`src/rtl/vid_scaled_placer.sv`:
```
// Places the scaled picture, read from a first-word-fall-through FIFO, as a
// rectangular window inside the output active area. The rest of the active
// area gets a border colour. Reads that fall inside the window while the FIFO
// has no data are counted as underflow.
module vid_scaled_placer #(
   parameter int C_PORT_NUM        = 4,
   parameter int C_BYTES_PER_PIXEL = 2,
   parameter int C_CNT_W           = 16
) (
   input  logic                                      clk,
   input  logic                                      rst,
   input  logic [C_CNT_W-1:0]                        WIN_X_I,
   input  logic [C_CNT_W-1:0]                        WIN_Y_I,
   input  logic [C_CNT_W-1:0]                        WIN_W_I,
   input  logic [C_CNT_W-1:0]                        WIN_H_I,
   input  logic [C_BYTES_PER_PIXEL*8-1:0]            BORDER_PIX_I,
   input  logic                                      VS_I,
   input  logic                                      HS_I,
   input  logic                                      DE_I,
   input  logic                                      FIFO_EMPTY_I,
   input  logic                                      FIFO_RST_BUSY_I,
   input  logic [C_PORT_NUM*C_BYTES_PER_PIXEL*8-1:0] FIFO_DATA_I,
   output logic                                      FIFO_RD_O,
   output logic                                      VS_O,
   output logic                                      HS_O,
   output logic                                      DE_O,
   output logic [C_PORT_NUM*C_BYTES_PER_PIXEL*8-1:0] DATA_O,
   output logic                                      UNDERFLOW_O,
   output logic [C_CNT_W-1:0]                        UFL_CNT_O
);

   localparam int C_PIX_W  = C_BYTES_PER_PIXEL * 8;
   localparam int C_DATA_W = C_PORT_NUM * C_PIX_W;

   typedef enum logic [0:0] {
      S_IDLE   = 1'b0,
      S_ACTIVE = 1'b1
   } state_t;

   state_t               state_q, state_d;

   logic                 vs_d1_q, de_d1_q;
   logic                 vs_rise, de_fall;

   logic [C_CNT_W-1:0]   win_x_q, win_y_q, win_w_q, win_h_q;
   logic [C_PIX_W-1:0]   border_q;

   logic [C_CNT_W-1:0]   x_cnt_q, x_cnt_d;
   logic [C_CNT_W-1:0]   y_cnt_q, y_cnt_d;
   logic [C_CNT_W-1:0]   ufl_cnt_q, ufl_cnt_d;
   logic                 ufl_flag_q;

   logic [C_DATA_W-1:0]  data_q;
   logic                 de_q, vs_q, hs_q;

   logic [C_CNT_W:0]     x_end, y_end;
   logic                 in_win, avail, win_beat, underflow;

   assign vs_rise = VS_I & ~vs_d1_q;
   assign de_fall = ~DE_I & de_d1_q;

   // Window edges are summed one bit wider so a window near the top of the
   // counter range cannot wrap back to a small value.
   assign x_end = {1'b0, win_x_q} + {1'b0, win_w_q};
   assign y_end = {1'b0, win_y_q} + {1'b0, win_h_q};

   // A zero width or height gives an empty range, so no special case is needed.
   // A beat that coincides with vs_rise still sees the previous frame's
   // counters, so it is forced outside the window.
   assign in_win = ({1'b0, y_cnt_q} >= {1'b0, win_y_q}) & ({1'b0, y_cnt_q} < y_end) &
                   ({1'b0, x_cnt_q} >= {1'b0, win_x_q}) & ({1'b0, x_cnt_q} < x_end) &
                   ~vs_rise;

   assign avail = ~FIFO_EMPTY_I & ~FIFO_RST_BUSY_I;

   // Edge-detect history for VS and DE.
   always_ff @(posedge clk) begin
      // NOTE: sequential state uses non-blocking assignments so every register
      // samples pre-edge values, independent of block evaluation order.
      if (rst) begin
         vs_d1_q <= 1'b0;
         de_d1_q <= 1'b0;
      end else begin
         vs_d1_q <= VS_I;
         de_d1_q <= DE_I;
      end
   end

   // FSM state register.
   always_ff @(posedge clk) begin
      if (rst) state_q <= S_IDLE;
      else     state_q <= state_d;
   end

   // Next state, FIFO pop and underflow detection.
   always_comb begin
      // NOTE: every signal gets a default first, so no path leaves one
      // unassigned and no latch is inferred.
      state_d   = state_q;
      win_beat  = 1'b0;
      FIFO_RD_O = 1'b0;
      underflow = 1'b0;
      case (state_q)
         S_IDLE: begin
            if (vs_rise) state_d = S_ACTIVE;
         end
         S_ACTIVE: begin
            win_beat  = DE_I & in_win;
            // A pop during reset would drop a beat the next frame needs.
            FIFO_RD_O = win_beat & avail & ~rst;
            underflow = win_beat & ~avail;
         end
         default: state_d = S_IDLE;
      endcase
   end

   // Position and underflow counters: cleared per frame, saturating, never wrap.
   always_comb begin
      x_cnt_d   = x_cnt_q;
      y_cnt_d   = y_cnt_q;
      ufl_cnt_d = ufl_cnt_q;
      if (vs_rise) begin
         x_cnt_d   = '0;
         y_cnt_d   = '0;
         ufl_cnt_d = '0;
      end else if (state_q == S_ACTIVE) begin
         if (de_fall)
            x_cnt_d = '0;
         else if (DE_I && (x_cnt_q != '1))
            x_cnt_d = x_cnt_q + 1'b1;
         if (de_fall && (y_cnt_q != '1))
            y_cnt_d = y_cnt_q + 1'b1;
         if (underflow && (ufl_cnt_q != '1))
            ufl_cnt_d = ufl_cnt_q + 1'b1;
      end
   end

   // Counter registers and the sticky underflow flag.
   always_ff @(posedge clk) begin
      if (rst) begin
         x_cnt_q    <= '0;
         y_cnt_q    <= '0;
         ufl_cnt_q  <= '0;
         ufl_flag_q <= 1'b0;
      end else begin
         x_cnt_q   <= x_cnt_d;
         y_cnt_q   <= y_cnt_d;
         ufl_cnt_q <= ufl_cnt_d;
         if (underflow) ufl_flag_q <= 1'b1;
      end
   end

   // Window geometry and border colour are frozen for the whole frame at vs_rise.
   always_ff @(posedge clk) begin
      if (rst) begin
         win_x_q  <= '0;
         win_y_q  <= '0;
         win_w_q  <= '0;
         win_h_q  <= '0;
         border_q <= '0;
      end else if (vs_rise) begin
         win_x_q  <= WIN_X_I;
         win_y_q  <= WIN_Y_I;
         win_w_q  <= WIN_W_I;
         win_h_q  <= WIN_H_I;
         border_q <= BORDER_PIX_I;
      end
   end

   // Output stage: timing and pixels share exactly one cycle of latency.
   always_ff @(posedge clk) begin
      if (rst) begin
         data_q <= '0;
         de_q   <= 1'b0;
         vs_q   <= 1'b0;
         hs_q   <= 1'b0;
      end else begin
         data_q <= FIFO_RD_O ? FIFO_DATA_I : {C_PORT_NUM{border_q}};
         de_q   <= DE_I & (state_q == S_ACTIVE);
         vs_q   <= VS_I;
         hs_q   <= HS_I;
      end
   end

   assign DATA_O      = data_q;
   assign DE_O        = de_q;
   assign VS_O        = vs_q;
   assign HS_O        = hs_q;
   assign UNDERFLOW_O = ufl_flag_q;
   assign UFL_CNT_O   = ufl_cnt_q;

endmodule

```
`config.mk`:
```
export PLATFORM = sky130hd
export DESIGN_NAME = vid_scaled_placer
export DESIGN_NICKNAME = d
export VERILOG_FILES = /design/src/rtl/vid_scaled_placer.sv
export SDC_FILE = /design/constraint.sdc
export NUM_CORES = 1
export LEC_CHECK = 0
export BUFFER_PORTS_ARGS = -buffer_cell sky130_fd_sc_hd__buf_2
export CAP_MARGIN = 20
export CORE_MARGIN = 1
export CORE_UTILIZATION = 49
export DETAILED_ROUTE_END_ITERATION = 8
export PLACE_DENSITY = 0.75
export SYNTH_ARGS = -nofsm -noshare
export SYNTH_HDL_FRONTEND = slang
export SYNTH_SLANG_ARGS = --single-unit
```
`constraint.sdc`:
```
create_clock -name clk -period 4.12 [get_ports clk]
set_clock_uncertainty 0.05 [all_clocks]
set_input_delay 0.412 -clock clk [delete_from_list [all_inputs] [get_ports clk]]
set_output_delay 0.412 -clock clk [all_outputs]
set_load 0.05 [all_outputs]
```
== Yosys cells after proc, flatten, opt, wreduce, memory -nomap -nowiden ==
Index checks and enable logic that the tools add are counted.
Widths: inputs -> output; s select.

* Flip-flop bits (word level): 198
* Input port bits: 151
* Output and inout port bits: 85
* Logic and storage cells: 61

* Add/subtract/negate cells: 5
* Order comparisons: 4
* Equality and inequality tests: 3
* Muxes and demuxes: 7
* Bitwise logic cells: 19
* Reductions and logical operators: 8

{| class="wikitable"
|+ Operator list
! kind !! number
|-
| $mux 64 || 1
|-
| $add 16x1->16 const B || 3
|-
| $ne 16x16->1 const B || 3
|-
| $add 16x16->17 || 2
|-
| $lt 16x17->1 || 2
|-
| $ge 16x16->1 || 2
|-
| $mux 16 || 2
|-
| $and 1x1->1 || 12
|-
| $not 1->1 || 7
|-
| $reduce_and 2->1 || 3
|-
| $mux 1 || 4
|-
| $logic_and 1x1->1 || 3
|-
| $reduce_bool 2->1 || 1
|-
| $reduce_or 2->1 || 1
|}

== Depth between registers and ports, before layout ==
* Word-level depth: 11
* Mapped depth: 21
* Mapped depth without buffers: 19

== Worst setup path before layout ==
OpenSTA, ideal clock, no wires.

* Path type: register -> output
* Start: reg win_y_q[0]
* End: out FIFO_RD_O
* Arrival: 3.952 ns
* Setup slack: -0.294 ns
* Stages on the path, launching flop included: 20
* Buffers on the path: 2
* Path through: dfxtp_1 ha_1 fa_1 a21oi_2 o21ai_2 nor4b_4 nor2_1 a21o_1 a21oi_1 xor2_1 ha_1 a21oi_1 o211ai_1 a2111oi_2 a31oi_1 or4b_4 nand4_2 buf_6 buf_6 inv_1

* Cells in the longest elaborated chain, start to end: 10
* Elaborated cells between the ends (all ways): 11

{| class="wikitable"
|+ RTL lines
! item !! line !! text
|-
| start: declaration || 45 || <nowiki>logic [C_CNT_W-1:0] win_x_q, win_y_q, win_w_q, win_h_q;</nowiki>
|-
| start signal: assignment || 157 || <nowiki>win_y_q <= '0;</nowiki>
|-
| start signal: assignment || 163 || <nowiki>win_y_q <= WIN_Y_I;</nowiki>
|-
| $add 16x16->17 || 65 || <nowiki>assign y_end = {1'b0, win_y_q} + {1'b0, win_h_q};</nowiki>
|-
| $lt 16x17->1 || 70 || <nowiki>assign in_win = ({1'b0, y_cnt_q} >= {1'b0, win_y_q}) & ({1'b0, y_cnt_q} < y_end) &</nowiki>
|-
| $and 1x1->1 * (2 in series) || 70 ||
|-
| $and 1x1->1 * (2 in series) || 71 || <nowiki>({1'b0, x_cnt_q} >= {1'b0, win_x_q}) & ({1'b0, x_cnt_q} < x_end) &</nowiki>
|-
| $and 1x1->1 * || 108 || <nowiki>win_beat = DE_I & in_win;</nowiki>
|-
| $and 1x1->1 * (2 in series) || 110 || <nowiki>FIFO_RD_O = win_beat & avail & ~rst;</nowiki>
|-
| $mux 1 * || 103 || <nowiki>case (state_q)</nowiki>
|-
| end: declaration || 23 || <nowiki>output logic FIFO_RD_O,</nowiki>
|}

Every way passes the cells marked *; elsewhere a longest branch is shown, timed or not.

== Final worst setup path ==
* Start: reg win_y_q[1]
* End: out FIFO_RD_O

The elaborated chain is that of the path after synthesis.

==> reports/metrics.cfg <==
[power]
p_switching_w = 0.001303
switching_share_pct = 29.32
pwr-share-comb_pct = 14.6
clockPowerShare_pct = 39.7
p_leak_nw = 6.443
p_int_w = 0.003140
power_frac_seq_pct = 45.7
p_per_area_mw_per_mm2 = 330.9
ir_drop_v = 0.0002350

[final_layout]
regArea_mm2 = 0.003969
final_util_pct = 65.74
fin_cells = 1801
multiInputGateArea_mm2 = 0.006142
fin_nets = 1766
syn2layout_area_growth_pct = 30.25
fill_cells = 1683
drive_above_1_share_pct = 27.47

[timing]
tightest_slew_ns = 1.019
drv_slew = 0
max-slew-margin-rel_pct = 32.05
rsz0062_at_grt = yes
fmax_ghz = 0.2107
min_period_ns = 4.747
layout_setup_ws_ns = -0.6269
finalCritPeriodShare_pct = 115.2
hold_viol = 0
finalSetupTns_ns = -36.20
report.final.setup_viol = 82

[yosys]
synth_edf_count = 0
async_reset_ff_share_pct = 0
yosysUniqueCellTypes = 58
synth_fp_nets = 1466
ys_seq_area_share_pct = 38.44
synth.avg_cell_area_um2 = 8.480
postSynthCellCount = 1216
ys_ff_latch = 198
synth_flop_cell = dfxtp_1
synth_warnings = 0
synth_area_mm2 = 0.01031

[setup_path]
cpMaxStageDelayCell = or4b_4
slowest_delay_ns = 0.54
start_kind = register
cp.required_ns = 3.66
crit_top_cell = o21a_1
timing.rr.start = win_y_q[1]
cp-startpoint = win_y_q[1]
critical_path.cell_chain = buf_6 > fa_2 > a21oi_4 > o21ai_4 > nor4b_4 > o31ai_2 > a21oi_1 > o21ai_1 > xnor2_1 > ha_2 > o21a_1 > o21a_1 > o221ai_2 > a31oi_1 > or4b_4 > nand4_4 > clkinvlp_4 > buf_8
cp.arrival_ns = 4.28
crit_fanout = 3
endpoint_kind = output port
regToRegSetupSlack_ns = -0.50
crit_type = reg -> out

[clock_network]
cts.sinks = 198
cts_tree = built
tritoncts.num_buffers = 17
ctsHtreeMaxLevel = 4
clk_pin_slew_worst_paths_ns = 0.09
clkLatencyLatePin_ns = 0.45
cts-root-buf = clkbuf_16
cts.path.max_buffers = 2

[route]
drt-total-wl_um = 28030
drtIter0Drc = 521
num_vias = 9643
drt_first_pass_iters = 5
routedWlPerCell_um = 15.56
routed_via_density = 5.354
ant_nets = 0
drcViolationCount = 0

[floorplanning]
die_area_mm2 = 0.02163
dieHeight_um = 147.1
ios = 236
die_w_um = 147.1
coreArea_mm2 = 0.02043
start_util_pct = 50.47
rows = 52

[worst_hold_path]
hp-start = FIFO_DATA_I[26]
hp-class = in -> reg

[global_route]
track_usage_pct = 25.01
grt_use_met3_pct = 4.627
grt_pass1_wl_um = 43840
grtUsageMet1_pct = 30.67
grt_max_degree = 102
grt-busiest-layer = met2
grt_pass1_vias = 9335
overflow = 0
antenna_found_initial = 1
met2_usage_pct = 44.29

[flow_run]
cap_violations = 0

[status]
violations = negative setup slack
outcome = complete, but fails checks

[placed_design]
portBuffers = 235
place_inst = 1744
place_ws_ns = -0.5390
gp_congestion = 0.8590
hpwl_um = 19930

## metal layers
layer	share of wire (%)	vias to the layer above	wire length, um
met3	4.1	45	1136
met2	50	230	14100
met1	44	4553	12300
li1	-	4815	-
met4	1.8	0	502
met5	0	-	0
## worst max-delay path: cells and delay by family (launching register included)
| family | cells | cell delay, ns |
|---|---|---|
| compound gates | 9 | 1.17 |
| xor+xnor | 1 | 0.15 |
| fa+ha+maj | 2 | 0.72 |
| buf+inv | 3 | 0.40 |
| flops | 1 | 0.35 |
| simple gates | 3 | 1.05 |
## flip-flops by register name (all words and copies together) (netlist names)
register and cells:
UFL_CNT_O 16, de_d1_q 1, win_x_q 16, x_cnt_q 16, VS_O 1, win_h_q 16, state_q 1, DATA_O 64
HS_O 1, UNDERFLOW_O 1, win_y_q 16, border_q 16, win_w_q 16, DE_O 1, y_cnt_q 16
## path summary, 6_finish.rpt
path | to | depth (start not counted)
worst max-delay path | FIFO_RD_O | 18
worst min-delay path | DATA_O[26] | 3
worst max register to register | DATA_O[33] | 23
worst min register to register | win_h_q[2] | 2
## final cells by class
class	instances	area share, %
multi-input cells	916	45.73
flip-flops and latches	198	29.55
repair buffers	334	15.96
clock buffers	17	3.168
well taps	270	2.515
clock inverters	15	1.640
inverters	49	1.397
diodes	2	0.03726
## what timing repair did
action | CTS | global route
buffers inserted | 4 | 13
pin swaps | 11 | 10
hold buffers | 0 | 0
endpoints found under the setup margin | 82 | 82
cloned | 0 | 6
gates resized for setup | 15 | 41
## kinds of logic (layout without fill, tap and decap cells)
logic type	count (synthesis)	in the layout	synth area share (%)
DFF	198	198	38.44
muxes	67	67	6.504
xor gates and xnor gates	45	45	3.822
AOI/OAI and AO/OA	249	249	14.36
and+or+nand+nor	456	456	20.40
adders and majority gates	99	99	12.16
buffers and inverters	102	415	4.320
other	0	2	0
## cells in the mapped netlist (12+ instances only)
cell type    n  area, um^2
a21oi_1    144       720.7
nor2b_1     13       81.33
inv_1       49       183.9
nor2_1     111       416.7
nand3_1     21       105.1
xnor2_1     21       183.9
dfxtp_1    198        3964
nand2_1    207       777.0
clkbuf_1    42       157.7
o21ai_0     30       150.1
xor2_1      24       210.2
nor3_1      12       60.06
a21o_1      12       90.09
o31ai_1     14       105.1
nand4_1     14       87.58
or3_1       17       106.4
mux2i_1     67       670.6
ha_1        97        1214
## per-stage QoR
stage / hold WS, ns / instance area, um^2 / total power [W]
final: 0.1407 / 13430 / 0.004444
after global routing: 0.1322 / 13430 / 0.004612
after CTS: 0.1295 / 13000 / 0.004458
after detailed placement: 0.4047 / 12250 / 0.002700
after global placement: 0.4007 / 12250 / 0.002685
after floorplan: 0.3900 / 10360 / 0.002461
## cells in the final DEF, fill, tap and decap left out, drive strengths merged, types with 4 or more instances in the layout
master | netlist | layout
nor3 | 12 | 12
xnor2 | 21 | 21
o21ai | 31 | 31
a21oi | 145 | 145
o21a | 11 | 11
or4 | 10 | 10
a211o | 4 | 4
nor2b | 13 | 13
clkbuf | 42 | 22
nand2b | 11 | 11
and2 | 6 | 6
xor2 | 24 | 24
nor2 | 111 | 111
nand3 | 21 | 21
and3 | 11 | 11
or3 | 17 | 17
dfxtp | 198 | 198
o211ai | 4 | 4
ha | 97 | 97
and4 | 6 | 6
nand4 | 16 | 16
nand2 | 207 | 207
o31ai | 14 | 14
a211oi | 5 | 5
a21o | 12 | 12
mux2i | 67 | 67
a41oi | 4 | 4
a31oi | 4 | 4
clkinv | 0 | 8
buf | 11 | 329
nor4 | 7 | 7
inv | 49 | 54
## power by group through the flow
stage	logic [W]	registers [W]	clock network, W
final	0.000648	0.00203	0.00176
after floorplan	0.000320	0.00214	0
after detailed placement	0.000625	0.00207	0
after global placement	0.000612	0.00207	0
after global routing	0.000718	0.00204	0.00186
after CTS	0.000637	0.00203	0.00179
Note: power is estimated with default switching activity, not from simulation.
